`config.mk`:
```
export PLATFORM = sky130hd
export DESIGN_NAME = delaygate_sweep_ctrl_flat
export DESIGN_NICKNAME = d
export VERILOG_FILES = /design/src/rtl/delaygate_sweep_ctrl_if.sv /design/src/rtl/delaygate_sweep_ctrl.sv /design/src/flat_wrapper.sv
export SDC_FILE = /design/constraint.sdc
export NUM_CORES = 1
export LEC_CHECK = 0
export ABC_AREA = 1
export BUFFER_PORTS_ARGS = -buffer_cell sky130_fd_sc_hd__buf_4
export CAP_MARGIN = 20
export CORE_ASPECT_RATIO = 1.75
export CORE_MARGIN = 5
export CORE_UTILIZATION = 35
export CTS_BUF_LIST = sky130_fd_sc_hd__clkbuf_16
export DETAILED_ROUTE_END_ITERATION = 7
export GPL_ROUTABILITY_DRIVEN = 0
export SLEW_MARGIN = 25
export SYNTH_ARGS = -nofsm -noshare
export SYNTH_HDL_FRONTEND = slang
export SYNTH_SLANG_ARGS = --single-unit
```
`constraint.sdc`:
```
create_clock -name clk -period 1.35 [get_ports clk]
set_input_delay 0.0675 -clock clk [delete_from_list [all_inputs] [get_ports clk]]
set_output_delay 0.0675 -clock clk [all_outputs]
set_load 0.02 [all_outputs]
```
`src/rtl/delaygate_sweep_ctrl_if.sv`:
```
// delaygate_sweep_ctrl_if
// Bundles the sweep controller's start handshake, gate drive/observe lines and
// sweep report.  The master side is the sweep controller; the slave side is the
// gate plus whoever starts sweeps and reads back the report.
// Optional macro: DELAYGATE_SWEEP_FIRSTFAIL_EN adds fail_valid / fail_vec.
`timescale 1ns/1ps

interface delaygate_sweep_ctrl_if;

    // Handshake
    logic       start;
    logic       busy;
    logic       done;

    // Gate drive and observation
    logic       a;
    logic       b;
    logic       c;
    logic       y;

    // Sweep report
    logic [7:0] result;
    logic [3:0] err_count;
    logic       pass;

`ifdef DELAYGATE_SWEEP_FIRSTFAIL_EN
    logic       fail_valid;
    logic [2:0] fail_vec;

    modport master (
        input  start,
        input  y,
        output a,
        output b,
        output c,
        output busy,
        output done,
        output result,
        output err_count,
        output pass,
        output fail_valid,
        output fail_vec
    );

    modport slave (
        output start,
        output y,
        input  a,
        input  b,
        input  c,
        input  busy,
        input  done,
        input  result,
        input  err_count,
        input  pass,
        input  fail_valid,
        input  fail_vec
    );
`else
    modport master (
        input  start,
        input  y,
        output a,
        output b,
        output c,
        output busy,
        output done,
        output result,
        output err_count,
        output pass
    );

    modport slave (
        output start,
        output y,
        input  a,
        input  b,
        input  c,
        input  busy,
        input  done,
        input  result,
        input  err_count,
        input  pass
    );
`endif

endinterface

```
`src/rtl/delaygate_sweep_ctrl.sv`:
```
// delaygate_sweep_ctrl
// Walks the 3-input delay gate through all eight input vectors {a,b,c} = 0..7,
// lets each vector settle for SETTLE_CYCLES clocks, samples y, and compares the
// captured pattern against the golden truth table EXPECTED.  The gate inputs
// come straight from flops so they never glitch while a vector is settling.
// Optional macro: DELAYGATE_SWEEP_FIRSTFAIL_EN records the index of the first
// mismatching vector of each sweep (fail_valid / fail_vec).
`timescale 1ns/1ps

module delaygate_sweep_ctrl #(
    parameter int unsigned SETTLE_CYCLES = 7,
    parameter logic [7:0]  EXPECTED      = 8'b00110001
) (
    input  logic                   clk,
    input  logic                   reset,
    delaygate_sweep_ctrl_if.master sweep
);

    // The settle counter is 4 bits wide, so only 1..15 settle cycles fit.
    if (SETTLE_CYCLES < 1 || SETTLE_CYCLES > 15) begin : g_bad_settle
        $error("delaygate_sweep_ctrl: SETTLE_CYCLES must be in 1..15");
    end

    typedef enum logic [1:0] {
        IDLE   = 2'd0,
        SETTLE = 2'd1,
        SAMPLE = 2'd2,
        DONE   = 2'd3
    } state_t;

    localparam logic [3:0] SETTLE_LAST = 4'(SETTLE_CYCLES - 1);
    localparam logic [2:0] LAST_VEC    = 3'd7;

    state_t     state_q,    state_d;
    logic [2:0] vec_q,      vec_d;
    logic [3:0] settle_q,   settle_d;
    logic [2:0] abc_q,      abc_d;
    logic       busy_q,     busy_d;
    logic       done_q,     done_d;
    logic [7:0] result_q,   result_d;
    logic [3:0] err_q,      err_d;
    logic       pass_q,     pass_d;
    logic       mismatch;

`ifdef DELAYGATE_SWEEP_FIRSTFAIL_EN
    logic       fail_valid_q, fail_valid_d;
    logic [2:0] fail_vec_q,   fail_vec_d;
`endif

    // y disagrees with the golden response for the vector currently applied.
    assign mismatch = (sweep.y != EXPECTED[vec_q]);

    // Next-state logic: everything holds by default, done is a one-cycle pulse.
    always_comb begin
        state_d  = state_q;
        vec_d    = vec_q;
        settle_d = settle_q;
        abc_d    = abc_q;
        busy_d   = busy_q;
        done_d   = 1'b0;
        result_d = result_q;
        err_d    = err_q;
        pass_d   = pass_q;
`ifdef DELAYGATE_SWEEP_FIRSTFAIL_EN
        fail_valid_d = fail_valid_q;
        fail_vec_d   = fail_vec_q;
`endif

        case (state_q)
            IDLE: begin
                // Accepting a start wipes the previous report and drives vector 0.
                if (sweep.start) begin
                    state_d  = SETTLE;
                    vec_d    = 3'd0;
                    abc_d    = 3'd0;
                    busy_d   = 1'b1;
                    settle_d = 4'd0;
                    result_d = 8'h00;
                    err_d    = 4'd0;
                    pass_d   = 1'b0;
`ifdef DELAYGATE_SWEEP_FIRSTFAIL_EN
                    fail_valid_d = 1'b0;
                    fail_vec_d   = 3'd0;
`endif
                end
            end

            SETTLE: begin
                settle_d = settle_q + 4'd1;
                if (settle_q == SETTLE_LAST) begin
                    state_d = SAMPLE;
                end
            end

            SAMPLE: begin
                result_d[vec_q] = sweep.y;
                // Eight vectors at most, so the 4-bit count cannot wrap.
                if (mismatch) begin
                    err_d = err_q + 4'd1;
`ifdef DELAYGATE_SWEEP_FIRSTFAIL_EN
                    if (!fail_valid_q) begin
                        fail_valid_d = 1'b1;
                        fail_vec_d   = vec_q;
                    end
`endif
                end

                if (vec_q == LAST_VEC) begin
                    // Last vector: report in the DONE cycle, inputs stay at 7.
                    state_d = DONE;
                    done_d  = 1'b1;
                    busy_d  = 1'b0;
                    pass_d  = (err_d == 4'd0);
                end else begin
                    state_d  = SETTLE;
                    vec_d    = vec_q + 3'd1;
                    abc_d    = vec_q + 3'd1;
                    settle_d = 4'd0;
                end
            end

            DONE: begin
                // start is deliberately not looked at here; it re-arms from IDLE.
                state_d = IDLE;
            end

            default: begin
                state_d = IDLE;
            end
        endcase
    end

    // State and output registers with synchronous active-high reset.
    always_ff @(posedge clk) begin
        if (reset) begin
            state_q  <= IDLE;
            vec_q    <= 3'd0;
            settle_q <= 4'd0;
            abc_q    <= 3'd0;
            busy_q   <= 1'b0;
            done_q   <= 1'b0;
            result_q <= 8'h00;
            err_q    <= 4'd0;
            pass_q   <= 1'b0;
`ifdef DELAYGATE_SWEEP_FIRSTFAIL_EN
            fail_valid_q <= 1'b0;
            fail_vec_q   <= 3'd0;
`endif
        end else begin
            state_q  <= state_d;
            vec_q    <= vec_d;
            settle_q <= settle_d;
            abc_q    <= abc_d;
            busy_q   <= busy_d;
            done_q   <= done_d;
            result_q <= result_d;
            err_q    <= err_d;
            pass_q   <= pass_d;
`ifdef DELAYGATE_SWEEP_FIRSTFAIL_EN
            fail_valid_q <= fail_valid_d;
            fail_vec_q   <= fail_vec_d;
`endif
        end
    end

    assign sweep.a         = abc_q[2];
    assign sweep.b         = abc_q[1];
    assign sweep.c         = abc_q[0];
    assign sweep.busy      = busy_q;
    assign sweep.done      = done_q;
    assign sweep.result    = result_q;
    assign sweep.err_count = err_q;
    assign sweep.pass      = pass_q;
`ifdef DELAYGATE_SWEEP_FIRSTFAIL_EN
    assign sweep.fail_valid = fail_valid_q;
    assign sweep.fail_vec   = fail_vec_q;
`endif

endmodule

```
`src/flat_wrapper.sv`:
```
// flat-port wrapper written by rule: the top's interface ports become plain ports
module delaygate_sweep_ctrl_flat 
#(
    parameter int unsigned SETTLE_CYCLES = 7,
    parameter logic [7:0]  EXPECTED      = 8'b00110001
)
  (clk, reset, sweep_start, sweep_y, sweep_a, sweep_b, sweep_c, sweep_busy, sweep_done, sweep_result, sweep_err_count, sweep_pass);
  delaygate_sweep_ctrl_if sweep_i ();
  input  logic clk;
  input  logic reset;
  input wire logic [$bits(sweep_i.start)-1:0] sweep_start;
  input wire logic [$bits(sweep_i.y)-1:0] sweep_y;
  output wire logic [$bits(sweep_i.a)-1:0] sweep_a;
  output wire logic [$bits(sweep_i.b)-1:0] sweep_b;
  output wire logic [$bits(sweep_i.c)-1:0] sweep_c;
  output wire logic [$bits(sweep_i.busy)-1:0] sweep_busy;
  output wire logic [$bits(sweep_i.done)-1:0] sweep_done;
  output wire logic [$bits(sweep_i.result)-1:0] sweep_result;
  output wire logic [$bits(sweep_i.err_count)-1:0] sweep_err_count;
  output wire logic [$bits(sweep_i.pass)-1:0] sweep_pass;
  assign sweep_i.start = sweep_start;
  assign sweep_i.y = sweep_y;
  assign sweep_a = sweep_i.a;
  assign sweep_b = sweep_i.b;
  assign sweep_c = sweep_i.c;
  assign sweep_busy = sweep_i.busy;
  assign sweep_done = sweep_i.done;
  assign sweep_result = sweep_i.result;
  assign sweep_err_count = sweep_i.err_count;
  assign sweep_pass = sweep_i.pass;
  delaygate_sweep_ctrl #(.SETTLE_CYCLES(SETTLE_CYCLES), .EXPECTED(EXPECTED)) u_core (.clk(clk), .reset(reset), .sweep(sweep_i));
endmodule
```
== Word level (Yosys, flattened, before mapping) ==
Memory sizes are Yosys's and may differ from the RTL's. A register that Yosys moved wholly into a read port is not among the register bits.
Index checks and enable logic that the tools add are counted.
W data, S select, Z words.

* Mux-type cells: 28
* Add/sub/neg operators: 3
* Bitwise operators: 1
* Reductions and logical operators: 11
* Magnitude comparators: 2
* Eq/ne operators: 10

{| class="wikitable"
|+ Operators by type and width
! cell !! number
|-
| $mux W4 || 4
|-
| $pmux W8 S2 || 1
|-
| $mux W3 || 4
|-
| $pmux W4 S3 || 1
|-
| $reduce_and A3 Y1 || 3
|-
| $add A4 B1 Y4 const B || 2
|-
| $bwmux W8 || 1
|-
| $mux W8 || 1
|-
| $pmux W2 S4 || 1
|-
| $pmux W4 S2 || 1
|-
| $mux W1 || 7
|-
| $mux W2 || 3
|-
| $pmux W3 S2 || 1
|-
| $eq A2 B2 Y1 const B || 2
|-
| $eq A4 B3 Y1 const B || 1
|-
| $logic_not A4 Y1 || 1
|-
| $lt A3 B4 Y1 const B || 1
|-
| $ne A2 B1 Y1 const B || 2
|-
| $ne A2 B2 Y1 const B || 2
|-
| $pmux W1 S2 || 2
|-
| $reduce_and A2 Y1 || 2
|-
| $add A3 B1 Y3 const B || 1
|-
| $demux W1 S3 || 1
|-
| $eq A3 B3 Y1 const B || 1
|-
| 9 further kinds || 9
|}

* Memory bits (read-only): 8
* Memories kept: 1
* Flip-flop bits (word level): 24
* Input port bits: 4
* Logic and storage cells: 64

{| class="wikitable"
|+ Memories
! name !! depth !! width !! read ports !! clocked after Yosys merged registers in !! write ports !! RTL line !! text
|-
| (no name shown) || 8 || 1 || 1 || 1 || 0 || delaygate_sweep_ctrl.sv:51 || <nowiki>assign mismatch = (sweep.y != EXPECTED[vec_q]);</nowiki>
|}

== Longest topological paths before layout ==
Gate-level depths: netlist of run 1.

* Word-level depth: 8
* Gate-level depth with buffers: 9
* Gate-level depth less buffers: 9

== Worst setup path before layout of run 1 ==
No wires, ideal clock.

* Kind: reg2reg
* From: register u_core.vec_q[1]
* To: register u_core.pass_q (netlist: u_core.sweep.pass)
* Setup slack: -105 ps
* Data required time: 1283 ps
* Period minus slack after synthesis: 1455 ps
* Stages on the path, launching flop included: 9
* Arrival time: 1387 ps
* Path buffers: 0
* Cell sequence: dfxtp_1 ha_1 ha_1 inv_1 nor2_1 nand3_1 nor2_1 nand2_1 a21oi_2

* Cells in the longest elaborated chain, start to end: 3

{| class="wikitable"
|+ RTL lines
! item !! RTL line !! text
|-
| start: declaration || delaygate_sweep_ctrl.sv:35 || <nowiki>logic [2:0] vec_q, vec_d;</nowiki>
|-
| start signal: assignment || delaygate_sweep_ctrl.sv:151 || <nowiki>vec_q <= vec_d;</nowiki>
|-
| $eq A3 B3 Y1 || delaygate_sweep_ctrl.sv:108 || <nowiki>if (vec_q == LAST_VEC) begin</nowiki>
|-
| $ne A2 B1 Y1 (no source line) || n/a ||
|-
| $reduce_and A3 Y1 (no source line) || n/a ||
|-
| end signal: assignment || delaygate_sweep_ctrl.sv:158 || <nowiki>pass_q <= pass_d;</nowiki>
|-
| end: declaration || delaygate_sweep_ctrl.sv:42 || <nowiki>logic pass_q, pass_d;</nowiki>
|}

Every way passes these cells.
A chain may end at the register's enable or synchronous reset.

== Worst setup path in the final report of run 1 ==
* From: register u_core.vec_q[0]
* To: register u_core.settle_q[3]

* Cells in the longest elaborated chain, start to end: 3

{| class="wikitable"
|+ RTL lines
! item !! RTL line !! text
|-
| $eq A3 B3 Y1 || delaygate_sweep_ctrl.sv:108 ||
|-
| $ne A2 B2 Y1 (no source line) || n/a ||
|-
| $reduce_and A3 Y1 (no source line) || n/a ||
|-
| end signal: assignment || delaygate_sweep_ctrl.sv:152 || <nowiki>settle_q <= settle_d;</nowiki>
|-
| end: declaration || delaygate_sweep_ctrl.sv:36 || <nowiki>logic [3:0] settle_q, settle_d;</nowiki>
|}

Every way passes these cells.

==> results of run 1 <==
worst register-to-register path: stages (launching register included):
cell     delay (ns)
dfxtp_4        0.35
ha_4           0.16
ha_4           0.16
o21ai_2        0.13
nand2_2        0.13
o21ai_1        0.13
nor3b_2        0.15
layout by cell type (no fill, tap or decap), types with 2 or more instances in the layout:
cell type | synthesis | final
nand2_1 | 45 | 42
buf_4 | 0 | 28
dfxtp_1 | 25 | 22
a21oi_1 | 19 | 19
inv_1 | 18 | 18
nor2_1 | 11 | 10
nand2_2 | 5 | 8
nand3_1 | 8 | 8
o21ai_0 | 8 | 4
inv_2 | 4 | 3
a21oi_2 | 3 | 3
a211oi_1 | 3 | 3
nor2_4 | 2 | 3
nand4_1 | 3 | 3
ha_1 | 5 | 3
clkbuf_16 | 0 | 3
inv_4 | 0 | 2
o21ai_1 | 0 | 2
nand2_4 | 2 | 2
a211oi_2 | 2 | 2
o21ai_2 | 0 | 2
nor3_2 | 0 | 2
nor3b_2 | 0 | 2
ha_4 | 0 | 2
dfxtp_2 | 0 | 2
layer usage:
| layer | vias up | GRT usage (%) |
|---|---|---|
| met1 | 564 | 11.0 |
| li1 | 620 | - |
| met2 | 20 | 27.6 |
| met3 | 9 | 2.75 |
| met5 | - | 0 |
| met4 | 0 | 9.07 |
timing repair:
| item | CTS | global route |
|---|---|---|
| pin swaps | 4 | 6 |
| gates cloned | 0 | 0 |
| endpoints found under the setup margin | 5 | 9 |
| resized for setup | 14 | 9 |
worst min-delay path by stage:
stage / startpoint / to / slack [ns]
3_3_place_gp: reset / u_core.sweep.pass / 0.40
6_report: reset / u_core.sweep.pass / 0.13
4_1_cts: reset / u_core.sweep.pass / 0.14
5_1_grt: reset / u_core.sweep.pass / 0.14
2_1_floorplan: sweep_y / u_core.sweep.result[0] / 0.26
3_5_place_dp: reset / u_core.sweep.pass / 0.41
power by group:
part           switching (mW)  internal [mW]  total, mW
Clock                   0.253          0.396      0.649
Sequential             0.0231          0.761      0.784
Combinational           0.149         0.0728      0.221
Total                   0.425           1.23       1.65
area by class of cell:
type | instances | area [um2]
Multi-Input combinational cell | 121 | 714
Sequential cell | 25 | 507
Fill cell | 373 | 1780
Clock buffer | 3 | 75.1
Inverter | 22 | 87.6
Tap cell | 45 | 56.3
Clock inverter | 1 | 3.75
Timing Repair Buffer | 28 | 210
metrics by stage:
stage,power [mW],hold slack (ns),area [um2],utilization (%)
2_1_floorplan,0.939,0.258,1260,-
3_3_place_gp,1.00,0.401,1500,43.7
3_5_place_dp,1.01,0.405,1500,43.7
4_1_cts,1.67,0.138,1620,47.1
5_1_grt,1.73,0.144,1650,48.2
6_report,1.65,0.130,1650,48.2
flip-flops by register name (all words and copies together), names as in the netlist, named ones only:
name and cells:
u_core.sweep.pass 1, u_core.sweep.busy 1, u_core.settle_q 4, u_core.vec_q 3, u_core.sweep.result 8, u_core.sweep.done 1
u_core.sweep.err_count 4, u_core.state_q 2
logic make-up after synthesis:
logic type / after synthesis / synth area share, %
AO/OA/AOI/OAI: 35 / 16.7
adder cells (fa/ha/maj): 5 / 4.99
AND/OR/NAND/NOR: 81 / 29.9
buffers and inverters: 26 / 8.57
flip-flops: 25 / 39.9
==> flow_summary.json, run 1 <==
{
  "p_per_area_nw_per_um2": 1000,
  "wl_um": 3040,
  "critical_path_class": "reg -> reg",
  "dr.pass1.iters": 4,
  "core_um2": 3430,
  "syn-cell-area_um2": 1250,
  "grt_pass1_wl_um": 5210,
  "synth_commonest_cells": "nand2_1, dfxtp_1, a21oi_1",
  "overflow": 0,
  "timing.final.crit_share_pct": 94.5,
  "ys_dominant_reg_cell": "dfxtp_1",
  "cts_tree": "done",
  "ff2ff_setup_slack_ns": 0.07,
  "r2r-end": "u_core.settle_q[3]",
  "antenna_cells": 0,
  "synth_fp_nets": 181,
  "final_max_slew_viol_count": 0,
  "worstPathRequired_ns": 1.54,
  "num-nets-final": 210,
  "post_cts_buffers": 0,
  "hp-class": "in -> reg",
  "num_io_pins": 22,
  "dp.cells": 241,
  "crit_path_max_fanout": 6,
  "cp_common_cell": "ha_4",
  "period_needed_ns": 1.28,
  "die_w_um": 55.3,
  "layout-drive-gt1-share_pct": 32.5,
  "slew_headroom_pct": 82.5,
  "core.rowCount": 28,
  "endpoint": "u_core.settle_q[3]",
  "drt-met1-wl_um": 1090,
  "synth_seq_area_share_pct": 39.9,
  "fp.dieArea_um2": 4930,
  "cap_viol_max_count": 0,
  "hpwl_um": 2390,
  "syn_inst": 172,
  "clockBufferDepth": 2,
  "drc_errors": 0,
  "clkTransAtPathRegs_ns": 0.06,
  "top_layer": "met4",
  "min_path_cells": 2,
  "wl_met2_um": 1730,
  "yosys-top-cells-area": "dfxtp_1, nand2_1, a21oi_1, inv_1, ha_1",
  "met3_length_um": 87,
  "initial_core_util_pct": 36.6,
  "antenna_found_initial": 0,
  "max_freq_ghz": 0.784,
  "grt_setup_unrepaired": "yes",
  "finalWorstSetupSlack_ns": 0.0739,
  "finalSetupViolations": 0,
  "dp_slack_ns": -0.104,
  "synth_top_area_share_pct": 39.9,
  "cp_num_cells": 6,
  "grt_use_total_pct": 13.3,
  "crit_path_max_incr_delay_ns": 0.35,
  "grt_pass1_vias": 1304,
  "clkLatencyLatePin_ns": 0.26,
  "root_buffer": "clkbuf_16",
  "fin_setup_tns_ns": 0,
  "cts_made_buffers": 3,
  "io_buffers": 21,
  "fin_cells": 245,
  "via_per_inst": 4.95,
  "grt_max_degree": 20,
  "avgSynthCellArea_um2": 7.30,
  "arrival_ns": 1.47,
  "synth_seq_cells": 25,
  "h-tree-depth": 1,
  "cts_hold_buf": 0,
  "die_h_um": 89.2,
  "total_leakage_power_nw": 0.681,
  "area_growth_pct": 31.8,
  "critPathLaunch": "u_core.vec_q[0]",
  "skew_ns": 0.00278,
  "vias": 1213,
  "synth_cell_types": 21,
  "worstSetupStartpointType": "register",
  "worst_pin_slew_ns": 0.261,
  "ir_drop_uv": 710,
  "ys_warn_count": 0,
  "dr.first_iter.drc_count": 15,
  "synth.most_common_cell": "nand2_1",
  "hold_viol_final": 0,
  "ys_async_sr_fraction_pct": 0,
  "outcome": "finished, final reports clean",
  "worst_path_max_delay_cell": "dfxtp_4",
  "r2r_cells": 6,
  "antenna_left": 0,
  "yosysTopAreaCell": "dfxtp_1",
  "wl_per_cell_um": 12.4,
  "r2r-start": "u_core.vec_q[0]",
  "end_kind": "register",
  "cp_cell_sequence": "ha_4 -> ha_4 -> o21ai_2 -> nand2_2 -> o21ai_1 -> nor3b_2",
  "synth-edff-count": 0,
  "path_buf_inv": 0,
  "clock-sinks": 25,
  "crit_family": "flip-flops"
}
No activity file was read; power rests on OpenSTA's default activity.
==> run 2: changes to the inputs <==
- ABC_AREA: 1 -> unset
==> flow_summary.json, run 2 <==
{
  "outcome": "finished, violations left",
  "violations": "negative setup slack",
  "num_io_pins": 22,
  "worstSetupStartpointType": "register",
  "avgSynthCellArea_um2": 8.46,
  "internal-power_mw": 1.21,
  "finalSetupViolations": 2,
  "p_sw_share_pct": 22.1,
  "arrival_ns": 1.59,
  "slew_headroom_pct": 76.1,
  "die_w_um": 56.0,
  "io_buffers": 21,
  "grt_pass1_wl_um": 5180,
  "synth_fp_nets": 162,
  "clockBufferDepth": 2,
  "dr.first_iter.drc_count": 27,
  "largest_reg_flops": 8,
  "max_freq_ghz": 0.723,
  "h-tree-depth": 1,
  "initial_core_util_pct": 36.0,
  "critical_path_class": "reg -> reg",
  "cts_tree": "done",
  "synth.most_common_cell": "dfxtp_1",
  "fin_setup_tns_ns": -0.0470,
  "synth_seq_cells": 25,
  "ir_drop_uv": 891,
  "yosysTopAreaCell": "dfxtp_1",
  "layout_commonest_cell": "buf_4",
  "synth_cell_types": 40,
  "hp-start": "sweep_y",
  "grt_use_total_pct": 12.1,
  "dr.pass1.iters": 4,
  "synth_commonest_cells": "dfxtp_1, a21oi_1, nand3_1, nor2_1, nand2_1",
  "wl_um": 3070,
  "ys_dominant_reg_cell": "dfxtp_1",
  "syn-cell-area_um2": 1290,
  "area_growth_pct": 40.8,
  "worstPathRequired_ns": 1.55,
  "period_needed_ns": 1.38,
  "antenna_found_initial": 0,
  "cts_made_buffers": 3,
  "layout_common_cells": "buf_4, dfxtp_1, a21oi_1, nor2_1, nand3_1",
  "clkTransAtPathRegs_ns": 0.06,
  "final_cell_area_um2": 1820,
  "synth-edff-count": 0,
  "vias": 1221,
  "hp-class": "in -> reg",
  "die_h_um": 90.4,
  "layout-drive-gt1-share_pct": 39.9,
  "crit_path_max_fanout": 6,
  "synth_top_area_share_pct": 38.7,
  "core_um2": 3590,
  "clkLatencyLatePin_ns": 0.26,
  "dp_slack_ns": -0.0388,
  "timing.final.crit_share_pct": 102,
  "cap_viol_max_count": 0,
  "clock-sinks": 25,
  "syn_inst": 153,
  "final_max_slew_viol_count": 0,
  "ys_warn_count": 0,
  "dpl-instance-area_um2": 1660,
  "p_clk_share_pct": 41.9,
  "synth_seq_area_share_pct": 38.7,
  "overflow": 0,
  "finalWorstSetupSlack_ns": -0.0326,
  "yosys-top-cells-area": "dfxtp_1, a21oi_1, ha_1, nand3_1, o211ai_1",
  "fp.dieArea_um2": 5060,
  "worst_pin_slew_ns": 0.355,
  "hold_viol_final": 0,
  "hpwl_um": 2300,
  "cts_hold_buf": 0,
  "ys_async_sr_fraction_pct": 0,
  "via_per_inst": 5.22,
  "antenna_left": 0,
  "power_frac_seq_pct": 48.6,
  "antenna_cells": 0,
  "root_buffer": "clkbuf_16",
  "total_leakage_power_nw": 0.733,
  "drc_errors": 0,
  "num-nets-final": 198,
  "grt_setup_unrepaired": "yes",
  "end_kind": "register",
  "switching_power_mw": 0.342,
  "core.rowCount": 29,
  "wl_per_cell_um": 13.1,
  "skew_ns": 0.00363,
  "combPwrFrac_pct": 9.5,
  "p_per_area_nw_per_um2": 850,
  "grt_pass1_vias": 1157,
  "grt_max_degree": 24
}
[run 2: cell types whose count changed after synthesis, moves of 4 or more]
cell      before  now
clkbuf_1       0    5
inv_1         18    3
inv_2          4    0
nand2_1       45    9
nand2_2        5    0
o211ai_1       0    7
[run 2: critical path: stages (launching register included)]
cell and delay [ns]:
dfxtp_1 0.42, xnor2_2 0.15, o21a_1 0.22, nor4_1 0.37, a21o_1 0.17
[run 2: power by group through the flow]
stage | Combinational, mW | Sequential, mW | Clock, mW
5_1_grt | 0.162 | 0.753 | 0.700
2_1_floorplan | 0.0843 | 0.769 | 0
6_report | 0.147 | 0.752 | 0.649
3_3_place_gp | 0.130 | 0.768 | 0
3_5_place_dp | 0.133 | 0.768 | 0
4_1_cts | 0.140 | 0.751 | 0.673
[run 2: layout make-up]
cell class,count,area (um2)
Fill cell,333,1770
Multi-Input combinational cell,113,835
Sequential cell,25,509
Timing Repair Buffer,43,330
Clock buffer,3,75.1
Tap cell,46,57.6
Inverter,3,11.3
Clock inverter,1,3.75
[run 2: through the flow]
stage / instances / hold WS [ns] / power (mW) / utilization, %
2_1_floorplan: 153 / 0.279 / 0.853 / -
3_3_place_gp: 229 / 0.412 / 0.898 / 46.3
3_5_place_dp: 229 / 0.407 / 0.901 / 46.3
4_1_cts: 234 / 0.135 / 1.56 / 49.1
5_1_grt: 234 / 0.159 / 1.62 / 50.7
6_report: 234 / 0.147 / 1.55 / 50.7
[run 2: kinds of logic (layout without fill, tap and decap cells)]
group	count (synthesis)	after routing	share of synthesized area [%]
adders and majority gates	5	5	4.84
DFF	25	25	38.7
AOI/OAI and AO/OA	38	38	17.8
xor gates and xnor gates	6	6	4.64
buffers and inverters	15	50	5.71
muxes	4	4	3.19
and+or+nand+nor	60	60	25.1
[run 2: final timing paths]
kind / to / slack [ns] / depth (start not counted)
setup / recovery: u_core.sweep.pass / -0.03 / 4
hold / removal: u_core.sweep.result[1] / 0.15 / 3
setup reg to reg: u_core.sweep.pass / -0.03 / 4
hold reg to reg: u_core.sweep.busy / 0.46 / 2
[run 2: layer usage]
metal	share of wire (%)	track usage [%]	up-vias
met2	56	22.6	26
met1	40	13.7	571
met4	1.4	4.16	0
met3	3.3	1.72	6
met5	0	0	-
li1	-	-	618
[run 2: timing repair]
item	in CTS	in global routing
pin swaps	2	3
buffers inserted	1	0
endpoints found under the setup margin	10	14
cloned	0	0
gates resized for setup	4	17
